`config.mk`:
```
export PLATFORM = sky130hd
export DESIGN_NAME = ptp_ts_fetch
export DESIGN_NICKNAME = d
export VERILOG_FILES = /design/src/rtl/tsu_pkg.sv /design/src/rtl/ptp_ts_fetch.sv
export SDC_FILE = /design/constraint.sdc
export NUM_CORES = 1
export LEC_CHECK = 0
export ABC_AREA = 1
export CORE_UTILIZATION = 44
export CTS_CLUSTER_DIAMETER = 30
export DETAILED_ROUTE_END_ITERATION = 8
export MAX_ROUTING_LAYER = met4
export PLACE_DENSITY = 0.87
export SLEW_MARGIN = 0
export SYNTH_ARGS = -nofsm -noshare
export SYNTH_HDL_FRONTEND = slang
export SYNTH_SLANG_ARGS = --single-unit
```
`constraint.sdc`:
```
create_clock -name q_rd_clk -period 12.5 [get_ports q_rd_clk]
set_input_delay 3.125 -clock q_rd_clk [delete_from_list [all_inputs] [get_ports q_rd_clk]]
set_output_delay 3.125 -clock q_rd_clk [all_outputs]
set_load 0.005 [all_outputs]
```
`src/rtl/tsu_pkg.sv`:
```
`default_nettype none
// ============================================================================
// Module      : tsu_pkg
// Description : Shared timestamp-unit definitions: timestamp-queue record
//               layout, fetch FSM state encoding and small helpers.
// Revision    : 1.0 - initial release
// ============================================================================
package tsu_pkg;

    // Timestamp-queue record layout (bit offsets and widths)
    localparam int TS_REC_WIDTH  = 128;
    localparam int TS_SEC_LSB    = 80;
    localparam int TS_SEC_W      = 48;
    localparam int TS_NSEC_LSB   = 48;
    localparam int TS_NSEC_W     = 32;
    localparam int TS_MSG_LSB    = 44;
    localparam int TS_MSG_W      = 4;
    localparam int TS_RSV_LSB    = 16;
    localparam int TS_RSV_W      = 28;
    localparam int TS_SEQ_LSB    = 0;
    localparam int TS_SEQ_W      = 16;

    // Drop counter width
    localparam int TS_DROP_W     = 16;

    // Fetch FSM state encoding
    typedef enum logic [1:0] {
        ST_IDLE = 2'd0,
        ST_POP  = 2'd1,
        ST_CAPT = 2'd2,
        ST_HOLD = 2'd3
    } fetch_state_t;

    // Saturating increment for the drop counter (sticks at all-ones)
    function automatic logic [TS_DROP_W-1:0] sat_inc(input logic [TS_DROP_W-1:0] v);
        return (v == {TS_DROP_W{1'b1}}) ? v : v + {{(TS_DROP_W-1){1'b0}}, 1'b1};
    endfunction

endpackage : tsu_pkg
`default_nettype wire

```
`src/rtl/ptp_ts_fetch.sv`:
```
`default_nettype none
// ============================================================================
// Module      : ptp_ts_fetch
// Description : Pops one PTP timestamp record at a time from the timestamp
//               queue, decodes it and presents it on a valid/ready output.
//               A record left unaccepted for TIMEOUT_CYCLES is discarded
//               and counted in a saturating drop counter.
// Revision    : 1.0 - initial release
// ============================================================================
module ptp_ts_fetch
    import tsu_pkg::*;
#(
    parameter int unsigned TIMEOUT_CYCLES = 1024,
    parameter int unsigned REC_WIDTH      = 128
) (
    input  logic                 q_rd_clk,
    input  logic                 q_rst,
    input  logic [7:0]           q_rd_stat,
    input  logic [REC_WIDTH-1:0] q_rd_data,
    output logic                 q_rd_en,
    output logic                 ts_valid,
    input  logic                 ts_ready,
    output logic [47:0]          ts_sec,
    output logic [31:0]          ts_nsec,
    output logic [3:0]           ts_msgtype,
    output logic [15:0]          ts_seqid,
    output logic [15:0]          drop_cnt,
    output logic                 irq
);

    // Wait counter only needs to reach TIMEOUT_CYCLES-1
    localparam int unsigned WAIT_W     = (TIMEOUT_CYCLES > 1) ? $clog2(TIMEOUT_CYCLES) : 1;
    localparam logic [WAIT_W-1:0] WAIT_LAST =
        (TIMEOUT_CYCLES == 0) ? '0 : WAIT_W'(TIMEOUT_CYCLES - 1);
    localparam bit  TIMEOUT_EN = (TIMEOUT_CYCLES != 0);

    fetch_state_t      state;
    fetch_state_t      state_next;
    logic [WAIT_W-1:0] wait_cnt;
    logic              timeout;

    logic [TS_SEC_W-1:0]  rec_sec;
    logic [TS_NSEC_W-1:0] rec_nsec;
    logic [TS_MSG_W-1:0]  rec_msgtype;
    logic [TS_SEQ_W-1:0]  rec_seqid;
    logic                 unused_rsv;

    // Record field extraction; the reserved field carries no information
    assign rec_sec     = q_rd_data[TS_SEC_LSB  +: TS_SEC_W];
    assign rec_nsec    = q_rd_data[TS_NSEC_LSB +: TS_NSEC_W];
    assign rec_msgtype = q_rd_data[TS_MSG_LSB  +: TS_MSG_W];
    assign rec_seqid   = q_rd_data[TS_SEQ_LSB  +: TS_SEQ_W];
    assign unused_rsv  = ^q_rd_data[TS_RSV_LSB +: TS_RSV_W];

    // Any record bits above the defined layout are ignored
    generate
        if (REC_WIDTH > TS_REC_WIDTH) begin : g_wide_rec
            logic unused_hi;
            assign unused_hi = ^q_rd_data[REC_WIDTH-1:TS_REC_WIDTH];
        end
    endgenerate

    // State register
    always_ff @(posedge q_rd_clk or posedge q_rst) begin
        if (q_rst) begin
            state <= ST_IDLE;
        end else begin
            state <= state_next;
        end
    end

    // Next-state logic; handshake beats timeout when both land on one cycle
    always_comb begin
        state_next = state;
        timeout    = 1'b0;
        case (state)
            ST_IDLE: begin
                if (q_rd_stat != 8'd0) begin
                    state_next = ST_POP;
                end
            end
            ST_POP: begin
                state_next = ST_CAPT;
            end
            ST_CAPT: begin
                state_next = ST_HOLD;
            end
            ST_HOLD: begin
                if (ts_ready) begin
                    state_next = ST_IDLE;
                end else if (TIMEOUT_EN && (wait_cnt == WAIT_LAST)) begin
                    timeout    = 1'b1;
                    state_next = ST_IDLE;
                end
            end
            default: begin
                state_next = ST_IDLE;
            end
        endcase
    end

    // Registered strobes: pop during POP, valid/irq during HOLD
    always_ff @(posedge q_rd_clk or posedge q_rst) begin
        if (q_rst) begin
            q_rd_en  <= 1'b0;
            ts_valid <= 1'b0;
            irq      <= 1'b0;
        end else begin
            q_rd_en  <= (state_next == ST_POP);
            ts_valid <= (state_next == ST_HOLD);
            irq      <= (state_next == ST_HOLD);
        end
    end

    // Capture decoded fields when the queue presents the popped record
    always_ff @(posedge q_rd_clk or posedge q_rst) begin
        if (q_rst) begin
            ts_sec     <= '0;
            ts_nsec    <= '0;
            ts_msgtype <= '0;
            ts_seqid   <= '0;
        end else if (state == ST_CAPT) begin
            ts_sec     <= rec_sec;
            ts_nsec    <= rec_nsec;
            ts_msgtype <= rec_msgtype;
            ts_seqid   <= rec_seqid;
        end
    end

    // Cycles spent in HOLD; zero on entry and everywhere outside HOLD
    always_ff @(posedge q_rd_clk or posedge q_rst) begin
        if (q_rst) begin
            wait_cnt <= '0;
        end else if ((state == ST_HOLD) && (state_next == ST_HOLD)) begin
            wait_cnt <= wait_cnt + WAIT_W'(1);
        end else begin
            wait_cnt <= '0;
        end
    end

    // Count discarded records, saturating at all-ones
    always_ff @(posedge q_rd_clk or posedge q_rst) begin
        if (q_rst) begin
            drop_cnt <= '0;
        end else if (timeout) begin
            drop_cnt <= sat_inc(drop_cnt);
        end
    end

endmodule : ptp_ts_fetch
`default_nettype wire

```
==> results of run 1 <==
## logic make-up (layout without fill, tap and decap cells)
| family | count (synthesis) | count (layout) | share of synthesized area [%] |
|---|---|---|---|
| compound gates | 12 | 12 | 1.10 |
| xor+xnor | 10 | 10 | 1.61 |
| fa+ha+maj | 2 | 2 | 0.460 |
| buf+inv | 47 | 287 | 3.84 |
| flops | 130 | 130 | 59.8 |
| simple gates | 449 | 449 | 33.2 |
## worst max path at each step
stage / startpoint / to / cells after the start
floorplan: q_rst / drop_cnt[0] / 1
global placement: q_rst / ts_nsec[5] / 3
detailed placement: q_rst / ts_msgtype[2] / 3
CTS: q_rst / ts_nsec[18] / 3
global route: q_rst / ts_nsec[30] / 3
finish: drop_cnt[3] / drop_cnt[3] / 1
## layout by cell type, fill, tap and decap left out, types with 6 or more instances in the layout
cell | Yosys | final
nand2_1 | 383 | 383
clkdlybuf4s50_1 | 0 | 229
dfrtp_1 | 130 | 130
nor2_1 | 28 | 27
inv_1 | 20 | 19
clkbuf_16 | 0 | 17
nand3_1 | 12 | 12
xnor2_1 | 7 | 7
o21ai_0 | 6 | 6
## layer usage
metal / GRT usage, % / up-vias
li1: - / 2437
met2: 37.9 / 201
met3: 7.12 / 29
met5: - / -
met1: 28.2 / 2276
met4: 10.4 / 0
## sequential cells by signal, indices dropped and copies added, names as in the netlist
| name | count |
|---|---|
| ts_sec | 48 |
| state | 2 |
| irq | 1 |
| q_rd_en | 1 |
| wait_cnt | 10 |
| drop_cnt | 16 |
| ts_msgtype | 4 |
| ts_nsec | 32 |
| ts_seqid | 16 |
## Yosys cell counts
cell type	number
a21oi_1	5
and3_1	1
buf_2	10
buf_4	1
buf_6	2
clkbuf_1	11
clkinv_2	1
dfrtp_1	130
ha_1	2
inv_1	20
inv_2	2
nand2_1	383
nand2_2	4
nand3_1	12
nand3_2	1
nand3_4	2
nand3b_1	1
nand4_1	3
nor2_1	28
nor2_2	4
nor2_4	2
nor3_1	4
nor3_4	1
nor4_1	1
o21ai_0	6
o21ai_1	1
or2_2	2
xnor2_1	7
xor2_1	3
## power by group through the flow
stage	clock, mW	combinational (mW)	sequential [mW]
2_1_floorplan	0	0.284	0.695
3_3_place_gp	0	0.724	0.680
3_5_place_dp	0	0.744	0.685
4_1_cts	0.560	0.747	0.684
5_1_grt	0.580	0.816	0.703
6_report	0.551	0.735	0.683
## cell type report
type,count,area [µm²]
Clock inverter,9,175
Tap cell,147,184
Sequential cell,130,3250
Timing Repair Buffer,232,2310
Clock buffer,23,488
Inverter,23,90.1
Multi-Input combinational cell,473,1990
Fill cell,939,3520
==> results.txt, run 1 <==
The total via count in the routed design came out at a little under 5,000. The clock network latency to the later pin of the worst-skew pair is 0.42 ns. The detailed router used layers up to and including met4. The required time of the critical path is roughly 9.4 ns. The routability congestion estimate from global placement is 0.850. For this design the ratio of total power to cell area is roughly 230 mW/mm².

The worst-case IR drop observed on VDD is approximately 150 µV. The final clock period utilization by the worst path came out at 36.5%. The time the worst path needs with I/O delays and setup came out at 4.56 ns. In this run the cell area of the synthesized design comes to about 0.0054 mm². For the worst flop-to-flop path, the logic depth is 6. The average instance area after synthesis is around 8.4 µm².

The die covers around 0.013 mm². The run finished with clean final reports. The worst setup path is captured at an output pin.

The number of nets in the final layout is around 1,000. Data arrives at the worst endpoint at between 1 and 1.5 ns. The switching power as a share of total power came out at 30.9%. The detailed router finished its first iteration with roughly 280 violations. The count of buffering cells on the critical path with inverters included is 1. For this block, wires on met1 add up to 5.94 mm.

The worst register-to-register path begins at state[1]. The number of clock sinks is between 100 and 150. In this run the most critical hold path is launched from wait_cnt[0]. TritonCTS built the clock tree. Setup repair after global routing left no endpoint under its margin. Yosys printed 0 warnings. The headroom to the max-slew limit came out at 32.7%. The post-detailed-route count of antenna-violating nets came out at 0. The per-cell via count in the routed design is around 4.8. Summed over all instances, the cell type with the most area after synthesis is dfrtp_1. The internal power is between 1 and 1.5 mW. The worst hold path terminates at wait_cnt[0]. The clock-pin slew on the worst setup and hold paths came out at 0.05 ns. Detailed routing placed a total of about 910 µm of wire on met3. The proportion of power drawn by the clock network came out at between 20% and 30%. The critical path goes through clkdlybuf4s50_1. The post-placement worst setup slack is around 7.4 ns. The die boundary height came out at 113 µm. By area the synthesized netlist is led by dfrtp_1, nand2_1, nor2_1, inv_1, xnor2_1. In this run, CTS created clock tree buffers numbering 17. For this run, the slowest stage of the critical path takes 0.57 ns. The slew at the pin closest to its max-slew limit is between 1 and 1.5 ns. The final count of pins violating max slew is 0. The number of I/O pins came out at 258.

The H-tree depth is 4. The diode insertion count for antenna repair came out at 0. The synthesis-to-layout area growth is 56.0%. The number of buffers inserted to repair setup after CTS came out at 0. The leakage component of the power came out at 4.13 nW. The reg2reg setup slack is around 11 ns. The tightest min-delay check is of the reg2reg type. The global-route wire length before repair is about 23 mm. The worst register-to-register path ends at ts_sec[28]. In the routed design, unresolved DRC markers number 0. The sequential area share after synthesis came out at about three fifths. The post-synthesis net count is 791. The area of the core region came out at 0.0120 mm². The final worst slack came out at about 7.9 ns. The sum of negative setup slack is 0 ns. For this run the aggregate overflow at the end of global routing stands at 0.

The total power came out at ~2.0 mW. The worst setup path is launched from a flip-flop. Synthesis instantiated 29 different standard cells from the library. Global routing consumed, over all layers together, 23.9% of the routing resources. The initial antenna violation count came out at 0. The HPWL after detailed placement is 9.82 mm. The count of buffers added on input and output ports is ~230.

The share of final-layout standard cells stronger than drive strength 1 is 6.07%. Across the routed clock network, the largest skew measured is about 0.0060 ns. The standard-cell row count came out at 40. The post-cts hold buffer count came out at 0.

The worst hold margin came out at roughly 0.46 ns. Max-cap violations in this run came to 0. The longest clock path from root to sink contains 2 buffers. The die extent in x came out at 113 µm.

Registers are responsible for around a third of the overall power. The cell area after placement is 0.00783 mm². The number of global-route vias before repair is 4,669. The number of gates resized after CTS was 0. In this run, the combinational gates consume a little under two fifths of the power. Counting flops and latches in the post-synthesis netlist gives 130. The number of endpoints with negative hold slack in the final report was 0. The wire length on met2 is between 7 and 8 mm. The area share of the largest cell type after synthesis is between 50% and 60%.

The average detailed-routed wire length per instance came out at between 10 and 15 µm. Timing would allow up to 219 MHz. The post-route non-filler standard cell count is 1,037. The largest delay contributor family on the critical path is buffers and inverters. Measured on the finished design, the core utilization comes to between 70% and 80%.

The peak fanout along the critical path came out at 6. The setup violation total in the final timing report is 0. The total wirelength of the detailed-routed design is around 14 mm.

After routing the design area is approximately 0.0085 mm². The type of the worst setup path is reg2out. The net load switching power is ~0.61 mW.

For this configuration, the core starts out at a cell density of 45.3%. The tree is rooted in a clkbuf_16. Including well taps, the total number of placed cells is between 1,000 and 1,500. The highest-delay cell along the critical path is clkdlybuf4s50_1.

Entering global routing, the biggest net connects around 100 pins. The cell count after synthesis came out at 650. The number of detailed-route iterations in the first pass is 4.

Along the worst hold path, the cell count comes to 1.
Note: power is estimated with default switching activity, not from simulation.
==> run 2: changes to the inputs <==
--- a/config.mk
+++ b/config.mk
@@ -6,11 +6,11 @@
 export NUM_CORES = 1
 export LEC_CHECK = 0
 export ABC_AREA = 1
-export CORE_UTILIZATION = 44
+export CORE_UTILIZATION = 41
 export CTS_CLUSTER_DIAMETER = 30
 export DETAILED_ROUTE_END_ITERATION = 8
 export MAX_ROUTING_LAYER = met4
-export PLACE_DENSITY = 0.87
+export PLACE_DENSITY = 0.82
 export SLEW_MARGIN = 0
 export SYNTH_ARGS = -nofsm -noshare
 export SYNTH_HDL_FRONTEND = slang
==> constraint.sdc (replaced) <==
create_clock -name q_rd_clk -period 4.75 [get_ports q_rd_clk]
set_input_delay 1.1875 -clock q_rd_clk [delete_from_list [all_inputs] [get_ports q_rd_clk]]
set_output_delay 1.1875 -clock q_rd_clk [all_outputs]
set_load 0.005 [all_outputs]
==> run 2 against run 1 <==
Sequential cell count did not move. Via count fell by 1.5%. First-iteration DRC count rose by 23%. Sequential power rose to 2.6 times the previous value. Global-route usage fell by 2.2 points. Wire length fell by 0.95%. Worst hold slack improved by 0.0037 ns. Die area rose by 7.2%. Setup slack got worse by 5.8 ns. Total power rose to 2.6 times the previous value.
==> results.txt, run 2 (synthesis gave the netlist of run 1 again) <==
The number of nets in the final layout is 1,018 (unchanged). The sum of negative setup slack came out at 0 ns (unchanged). The most common cell after layout, fill and taps aside is nand2_1 (unchanged).

The worst endpoint data arrival time is 1.44 ns (was 1.43 ns). The maximum vdd ir drop came out at 345 µV (was 147 µV). The number of DRC violations after detailed-routing iteration 0 is 342 (was 278). The max-capacitance violation count is 0 (unchanged). The post-detailed-route count of antenna-violating nets is 0 (unchanged).

The origin of the worst min-delay path is ts_msgtype[0] (was wait_cnt[0]). The worst setup skew after layout came out at 0.0110 ns (was 0.00603 ns). The overall track demand over capacity in global routing came out at 21.6% (was 23.9%).

The net load switching power is 1.61 mW (was 0.608 mW). The terminus of the critical flop-to-flop path is ts_seqid[8] (was ts_sec[28]). The number of endpoints with negative hold slack in the final report came out at 0 (unchanged). The H-tree depth is 4 (unchanged).

The switching power as a share of total power came out at 31.7% (was 30.9%). The clock network latency to the later pin of the worst-skew pair is 0.42 ns (about the same). The HPWL after detailed placement came out at 9.54 mm (was 9.82 mm).

The post-cts hold buffer count came to 0 (unchanged). The type of the tightest min-delay check is reg2reg (unchanged). The buffer type at the clock tree root is clkbuf_16 (unchanged). The leakage component of the power is 4.11 nW (was 4.13 nW).

The share of final-layout standard cells stronger than drive strength 1 came out at 6.18% (was 6.07%). The count of buffering cells on the critical path with inverters included is 1 (unchanged). The slew at the pin closest to its max-slew limit is 1.02 ns (was 1.01 ns). The synthesis-to-layout area growth is 56.1% (was 56.0%). The startpoint of the worst register-to-register path is state[1] (unchanged). The number of flip-flops in the largest register came out at 48 (unchanged). Commonest cells after routing, fill and taps aside: nand2_1, clkdlybuf4s50_1, dfrtp_1 (unchanged). The worst-case hold path end point is ts_msgtype[0] (was wait_cnt[0]). The time the worst path needs with I/O delays and setup is about 2.6 ns. The total via count in the routed design came out at 4,867 (was 4,943). The proportion of power drawn by the clock network came out at 26.8% (was 28.0%).

The fraction of met3 tracks used by global routing was 6.02% (was 7.12%). The standard-cell row count is 41 (was 40). The total wirelength of the detailed-routed design came out at 14.1 mm (was 14.2 mm). The number of buffers inserted to repair setup after CTS is 0 (unchanged). The power share of the sequential group is 35.4% (was 34.7%). The final count of pins violating max slew is 0 (unchanged). The internal power came out at 3.47 mW (was 1.36 mW). The floorplan die area is 0.0137 mm² (was 0.0128 mm²). Largest registers: ts_sec x48, ts_nsec x32 (unchanged). The largest net degree at the start of global routing is 102 (unchanged). The number of cells traversed by the worst hold path came out at 2 (was 1).

The detailed-route DRC error count is 0 (unchanged). The diode insertion count for antenna repair is 0 (unchanged). The initial antenna violation count is 0 (unchanged). The largest register by flop count is ts_sec (unchanged). The number of gates given a new drive strength after cts came out at 0 (unchanged).

The global-route wire length before repair is 21.8 mm (was 22.7 mm). The clock-pin slew on the worst setup and hold paths is 0.06 ns (was 0.05 ns). The final clock period utilization by the worst path came out at between 50% and 60%.

The number of clock sinks came to 130 (unchanged). The type of the worst setup path was reg2out (unchanged). The type of element launching the critical path was a flip-flop (unchanged).

The average detailed-routed wire length per instance is 13.3 µm (was 13.7 µm). The reg2reg setup slack came out at 2.67 ns (was 10.51 ns). The routability congestion estimate from global placement came out at 0.898 (was 0.850). The number of buffers on the longest clock path is 2 (unchanged). The headroom to the max-slew limit is 32.2% (was 32.7%). The number of global-route vias before repair came out at 4,433 (was 4,669). The upper clock frequency limit is roughly 380 MHz. The per-cell via count in the routed design came out at 4.58 (was 4.77). The power density of the placed cells was 597 mW/mm² (was 232 mW/mm²). The number of detailed-route iterations in the first pass came out at 5 (was 4).

Outcome: finished, final reports clean (unchanged). The initial core utilization came out at 42.6% (was 45.3%). The part of the total power dissipated in combinational logic is 37.9% (was 37.3%). The highest-delay cell along the critical path is clkdlybuf4s50_1 (unchanged).

The delay contributed by the slowest stage of the critical path came out at 0.55 ns (was 0.57 ns). The final core utilization came out at 66.5% (was 70.7%). RSZ-0062 raised after global routing: false (unchanged). The met2 routing resource usage after global routing came out at 33.3% (was 37.9%).

The largest delay contributor family on the critical path is buffers and inverters (unchanged). The die boundary height came out at 117 µm (was 113 µm). The CTS tree is done (unchanged). The busiest layer in global routing is met2 (unchanged). The number of I/O pins is 258 (unchanged). Cells along the critical path: clkdlybuf4s50_1 (unchanged). The depth of the most critical reg-to-reg path was 6 (unchanged). The die extent in x is 117 µm (was 113 µm). The kind of capture point of the worst setup path is an output pin (unchanged). The required time of the critical path came to 3.56 ns (was 9.38 ns). The met1 routing resource usage after global routing came out at 26.9% (was 28.2%). The count of buffers from port buffering is 229 (unchanged). The number of CTS-inserted buffers came to 17 (unchanged).

The area of the core region is 0.0128 mm² (was 0.0120 mm²). The total grt overflow is 0 (unchanged). The peak fanout along the critical path was 6 (unchanged).

The setup violation total in the final timing report is 0 (unchanged).
## run 2: cell types whose count changed in the layout (fill, tap and decap cells not counted)
cell / delta
clkbuf_1: -1
bufinv_16: -2
clkinv_2: -1
clkinvlp_4: +1
buf_12: +1
buf_4: -1
clkinv_4: +3
clkbuf_8: -1
inv_6: +1
## run 2: layer usage
layer	wire, µm	share of wire (%)
met5	0	0
met4	189	1.3
met3	1090	7.7
met2	6870	49
met1	5950	42
## run 2: worst max-delay path by stage
stage | from | end | slack, ns | cells after the start
floorplan | q_rst | drop_cnt[0] | 0.09 | 1
global placement | q_rst | ts_sec[33] | 2.22 | 3
detailed placement | q_rd_stat[3] | state[0] | 2.20 | 4
CTS | drop_cnt[0] | drop_cnt[0] | 2.11 | 1
global route | drop_cnt[0] | drop_cnt[0] | 2.07 | 1
finish | drop_cnt[0] | drop_cnt[0] | 2.12 | 1
## run 2: final cells by class
type | instances | area, µm²
Fill cell | 955 | 4280
Clock buffer | 21 | 470
Inverter | 23 | 90.1
Timing Repair Buffer | 232 | 2330
Tap cell | 172 | 215
Clock inverter | 11 | 153
Multi-Input combinational cell | 473 | 1990
Sequential cell | 130 | 3250
## run 2: power groups by stage
stage	combinational [mW]	clock, mW	sequential [mW]
after floorplan	0.747	0	1.83
after global placement	1.91	0	1.79
after detailed placement	1.95	0	1.80
after CTS	1.96	1.38	1.80
after global routing	2.15	1.43	1.86
final	1.92	1.36	1.80
## run 2: worst min-delay path: cells and delay by family, from the launching register on
kind / cells / cell delay (ns)
DFF: 1 / 0.34
and+or+nand+nor: 2 / 0.09
## run 2: stage by stage
step	instance area [µm²]	instances	worst slack [ns]	power, mW	hold WS, ns
final	8500	1062	2.12	5.08	0.466
after global placement	7870	1030	2.22	3.70	0.453
after detailed placement	7870	1030	2.20	3.75	0.457
after CTS	8500	1062	2.11	5.14	0.472
after global routing	8500	1062	2.07	5.44	0.487
after floorplan	5440	650	0.0932	2.58	0.433
==> run 3: changes to the inputs <==
--- a/config.mk
+++ b/config.mk
@@ -6,11 +6,11 @@
 export NUM_CORES = 1
 export LEC_CHECK = 0
 export ABC_AREA = 1
-export CORE_UTILIZATION = 41
+export CORE_UTILIZATION = 37
 export CTS_CLUSTER_DIAMETER = 30
 export DETAILED_ROUTE_END_ITERATION = 8
 export MAX_ROUTING_LAYER = met4
-export PLACE_DENSITY = 0.82
+export PLACE_DENSITY = 0.79
 export SLEW_MARGIN = 0
 export SYNTH_ARGS = -nofsm -noshare
 export SYNTH_HDL_FRONTEND = slang
==> constraint.sdc (replaced) <==
create_clock -name q_rd_clk -period 2.13 [get_ports q_rd_clk]
set_input_delay 0.5325 -clock q_rd_clk [delete_from_list [all_inputs] [get_ports q_rd_clk]]
set_output_delay 0.5325 -clock q_rd_clk [all_outputs]
set_load 0.005 [all_outputs]
==> run 3 against run 2 <==
Total power is 130% higher. Sequential power is 120% higher. Final cell count is 0.94% higher. Setup slack worse by 1.9 ns. Utilization is 5.4 points lower. Wire length is 0.40% lower.
==> results.txt, run 3 (synthesis gave the netlist of run 1 again) <==
The number of detailed-route iterations in the first pass is 4 (was 5). The kind of capture point of the worst setup path was an output pin (unchanged). The worst endpoint data arrival time was 1.43 ns (was 1.44 ns). The final count of pins violating max slew is 0 (unchanged).

Largest registers: ts_sec x48, ts_nsec x32 (unchanged). The number of flip-flops in the largest register is 48 (unchanged). The type of the tightest min-delay check was reg2reg (unchanged).

The time the worst path needs with I/O delays and setup came out at 1.96 ns. The setup violation total in the final timing report is 0 (unchanged). The most common cell after layout, fill and taps aside is nand2_1 (unchanged). The H-tree depth came to 4 (unchanged).

The number of I/O pins is 258 (unchanged). The number of buffers inserted to repair setup after CTS came out at 0 (unchanged). The depth of the most critical reg-to-reg path is 8 (was 6). Cells along the critical path: clkdlybuf4s50_1 (unchanged). The headroom to the max-slew limit is 65.0% (was 32.2%). The number of gates given a new drive strength after cts is 0 (unchanged). The worst setup skew after layout came out at 0.00768 ns (was 0.0110 ns). The count of buffering cells on the critical path with inverters included is 1 (unchanged).

The largest net degree at the start of global routing was 71 (was 102). The final clock period utilization by the worst path came out at roughly nine tenths. The diode insertion count for antenna repair is 0 (unchanged). The terminus of the critical flop-to-flop path was drop_cnt[9] (was ts_seqid[8]). The total grt overflow is 0 (unchanged). The slew at the pin closest to its max-slew limit came out at 0.521 ns (was 1.02 ns). The post-detailed-route count of antenna-violating nets came out at 0 (unchanged). The worst-case hold path end point is wait_cnt[0] (was ts_msgtype[0]). The synthesis-to-layout area growth came out at 58.2% (was 56.1%). The max-capacitance violation count came out at 0 (unchanged). The die boundary height is 123 µm (was 117 µm).

The reg2reg setup slack came out at 0.36 ns (was 2.67 ns). Outcome: finished, final reports clean (unchanged). The number of endpoints with negative hold slack in the final report was 0 (unchanged). The routability congestion estimate from global placement came out at 0.849 (was 0.898). The HPWL after detailed placement came to 9.83 mm (was 9.54 mm). The number of buffers on the longest clock path is 2 (unchanged). Commonest cells after routing, fill and taps aside: nand2_1, clkdlybuf4s50_1, dfrtp_1 (unchanged). The delay contributed by the slowest stage of the critical path was 0.55 ns (about the same). The power density of the placed cells came out at 1350 mW/mm² (was 597 mW/mm²).

The area of the core region is 0.0141 mm² (was 0.0128 mm²). The standard-cell row count came out at 43 (was 41). The number of CTS-inserted buffers is 17 (unchanged). The global-route wire length before repair came out at 21.9 mm (was 21.8 mm). The number of inserted filler cells in the final layout came out at 1,201 (was 955).

The per-cell via count in the routed design is 4.51 (was 4.58). The largest register by flop count is ts_sec (unchanged). The number of nets in the final layout is 1,021 (was 1,018). The number of clock sinks came to 130 (unchanged). The share of final-layout standard cells stronger than drive strength 1 is 6.28% (was 6.18%).

The clock network latency to the later pin of the worst-skew pair came to 0.41 ns (was 0.42 ns). The number of DRC violations after detailed-routing iteration 0 is 269 (was 342). The highest-delay cell along the critical path is clkdlybuf4s50_1 (unchanged). The post-route non-filler standard cell count is 1,072 (was 1,062). The leakage component of the power came out at 4.16 nW (was 4.11 nW). The total wirelength of the detailed-routed design came out at 14.0 mm (was 14.1 mm). The initial core utilization came out at 38.6% (was 42.6%). The post-cts hold buffer count is 0 (unchanged).

The average detailed-routed wire length per instance is 13.1 µm (was 13.3 µm). The CTS tree is done (unchanged). The type of the worst setup path is reg2out (unchanged).

The buffer type at the clock tree root is clkbuf_16 (unchanged). The detailed-route DRC error count is 0 (unchanged). The die extent in x was 123 µm (was 117 µm). The peak fanout along the critical path is 7 (was 6). The maximum vdd ir drop is 879 µV (was 345 µV). The largest delay contributor family on the critical path is buffers and inverters (unchanged). The number of instances in the placed design came to 1,041 (was 1,030). The total via count in the routed design is 4,839 (was 4,867).

The upper clock frequency limit is around 510 MHz. The overall track demand over capacity in global routing came out at 19.7% (was 21.6%). The initial antenna violation count was 0 (unchanged). The startpoint of the worst register-to-register path is drop_cnt[0] (was state[1]). The floorplan die area came out at 0.0152 mm² (was 0.0137 mm²). The type of element launching the critical path is a flip-flop (unchanged). The sum of negative setup slack is 0 ns (unchanged). The origin of the worst min-delay path is wait_cnt[0] (was ts_msgtype[0]).

The number of cells traversed by the worst hold path came out at 1 (was 2). The required time of the critical path is 1.60 ns (was 3.56 ns). RSZ-0062 raised after global routing: false (unchanged). The clock-pin slew on the worst setup and hold paths came out at 0.05 ns (was 0.06 ns).

The number of global-route vias before repair came out at 4,624 (was 4,433). The count of buffers from port buffering is 229 (unchanged).
run 3: per-stage QoR:
step                setup WS [ns]  util [%]  instance area, µm²  hold WS [ns]  total power [mW]
detailed placement          0.246      56.4                7950         0.457              8.45
global route               0.0721      61.1                8610         0.490              12.5
finish                      0.171      61.1                8610         0.460              11.6
floorplan                 -0.0117         -                5450         0.433              5.75
global placement            0.271      56.4                7950         0.448              8.32
CTS                         0.153      61.1                8610         0.465              11.8
run 3: where the power goes:
part,internal (mW),switching (mW)
combinational,2.38,1.97
sequential,3.47,0.534
clock,2.25,1.04
total,8.10,3.55
run 3: area by class of cell:
class	instances	area (µm²)	share of cell area, %
clock inverters	10	205	2.38
clock buffers	21	460	5.35
repair buffers	235	2390	27.7
inverters	23	91.3	1.06
flip-flops and latches	130	3250	37.8
well taps	180	225	2.62
multi-input cells	473	1990	23.1
run 3: how the worst max path moves through the flow:
stage	cells after the start	slack (ns)	to	startpoint
CTS	1	0.15	drop_cnt[4]	drop_cnt[4]
global route	1	0.07	drop_cnt[2]	drop_cnt[2]
finish	1	0.17	drop_cnt[2]	drop_cnt[2]
floorplan	1	-0.01	drop_cnt[0]	q_rst
global placement	6	0.27	state[1]	ts_ready
detailed placement	6	0.25	state[1]	ts_ready
run 3: metal layers:
metal | share of wire (%) | GRT usage (%) | up-vias | routed length [µm]
li1 | - | - | 2434 | -
met1 | 42 | 23.2 | 2198 | 5900
met2 | 48 | 30.4 | 187 | 6740
met3 | 8.1 | 7.10 | 20 | 1140
met4 | 1.9 | 7.91 | 0 | 263
met5 | 0 | - | - | 0
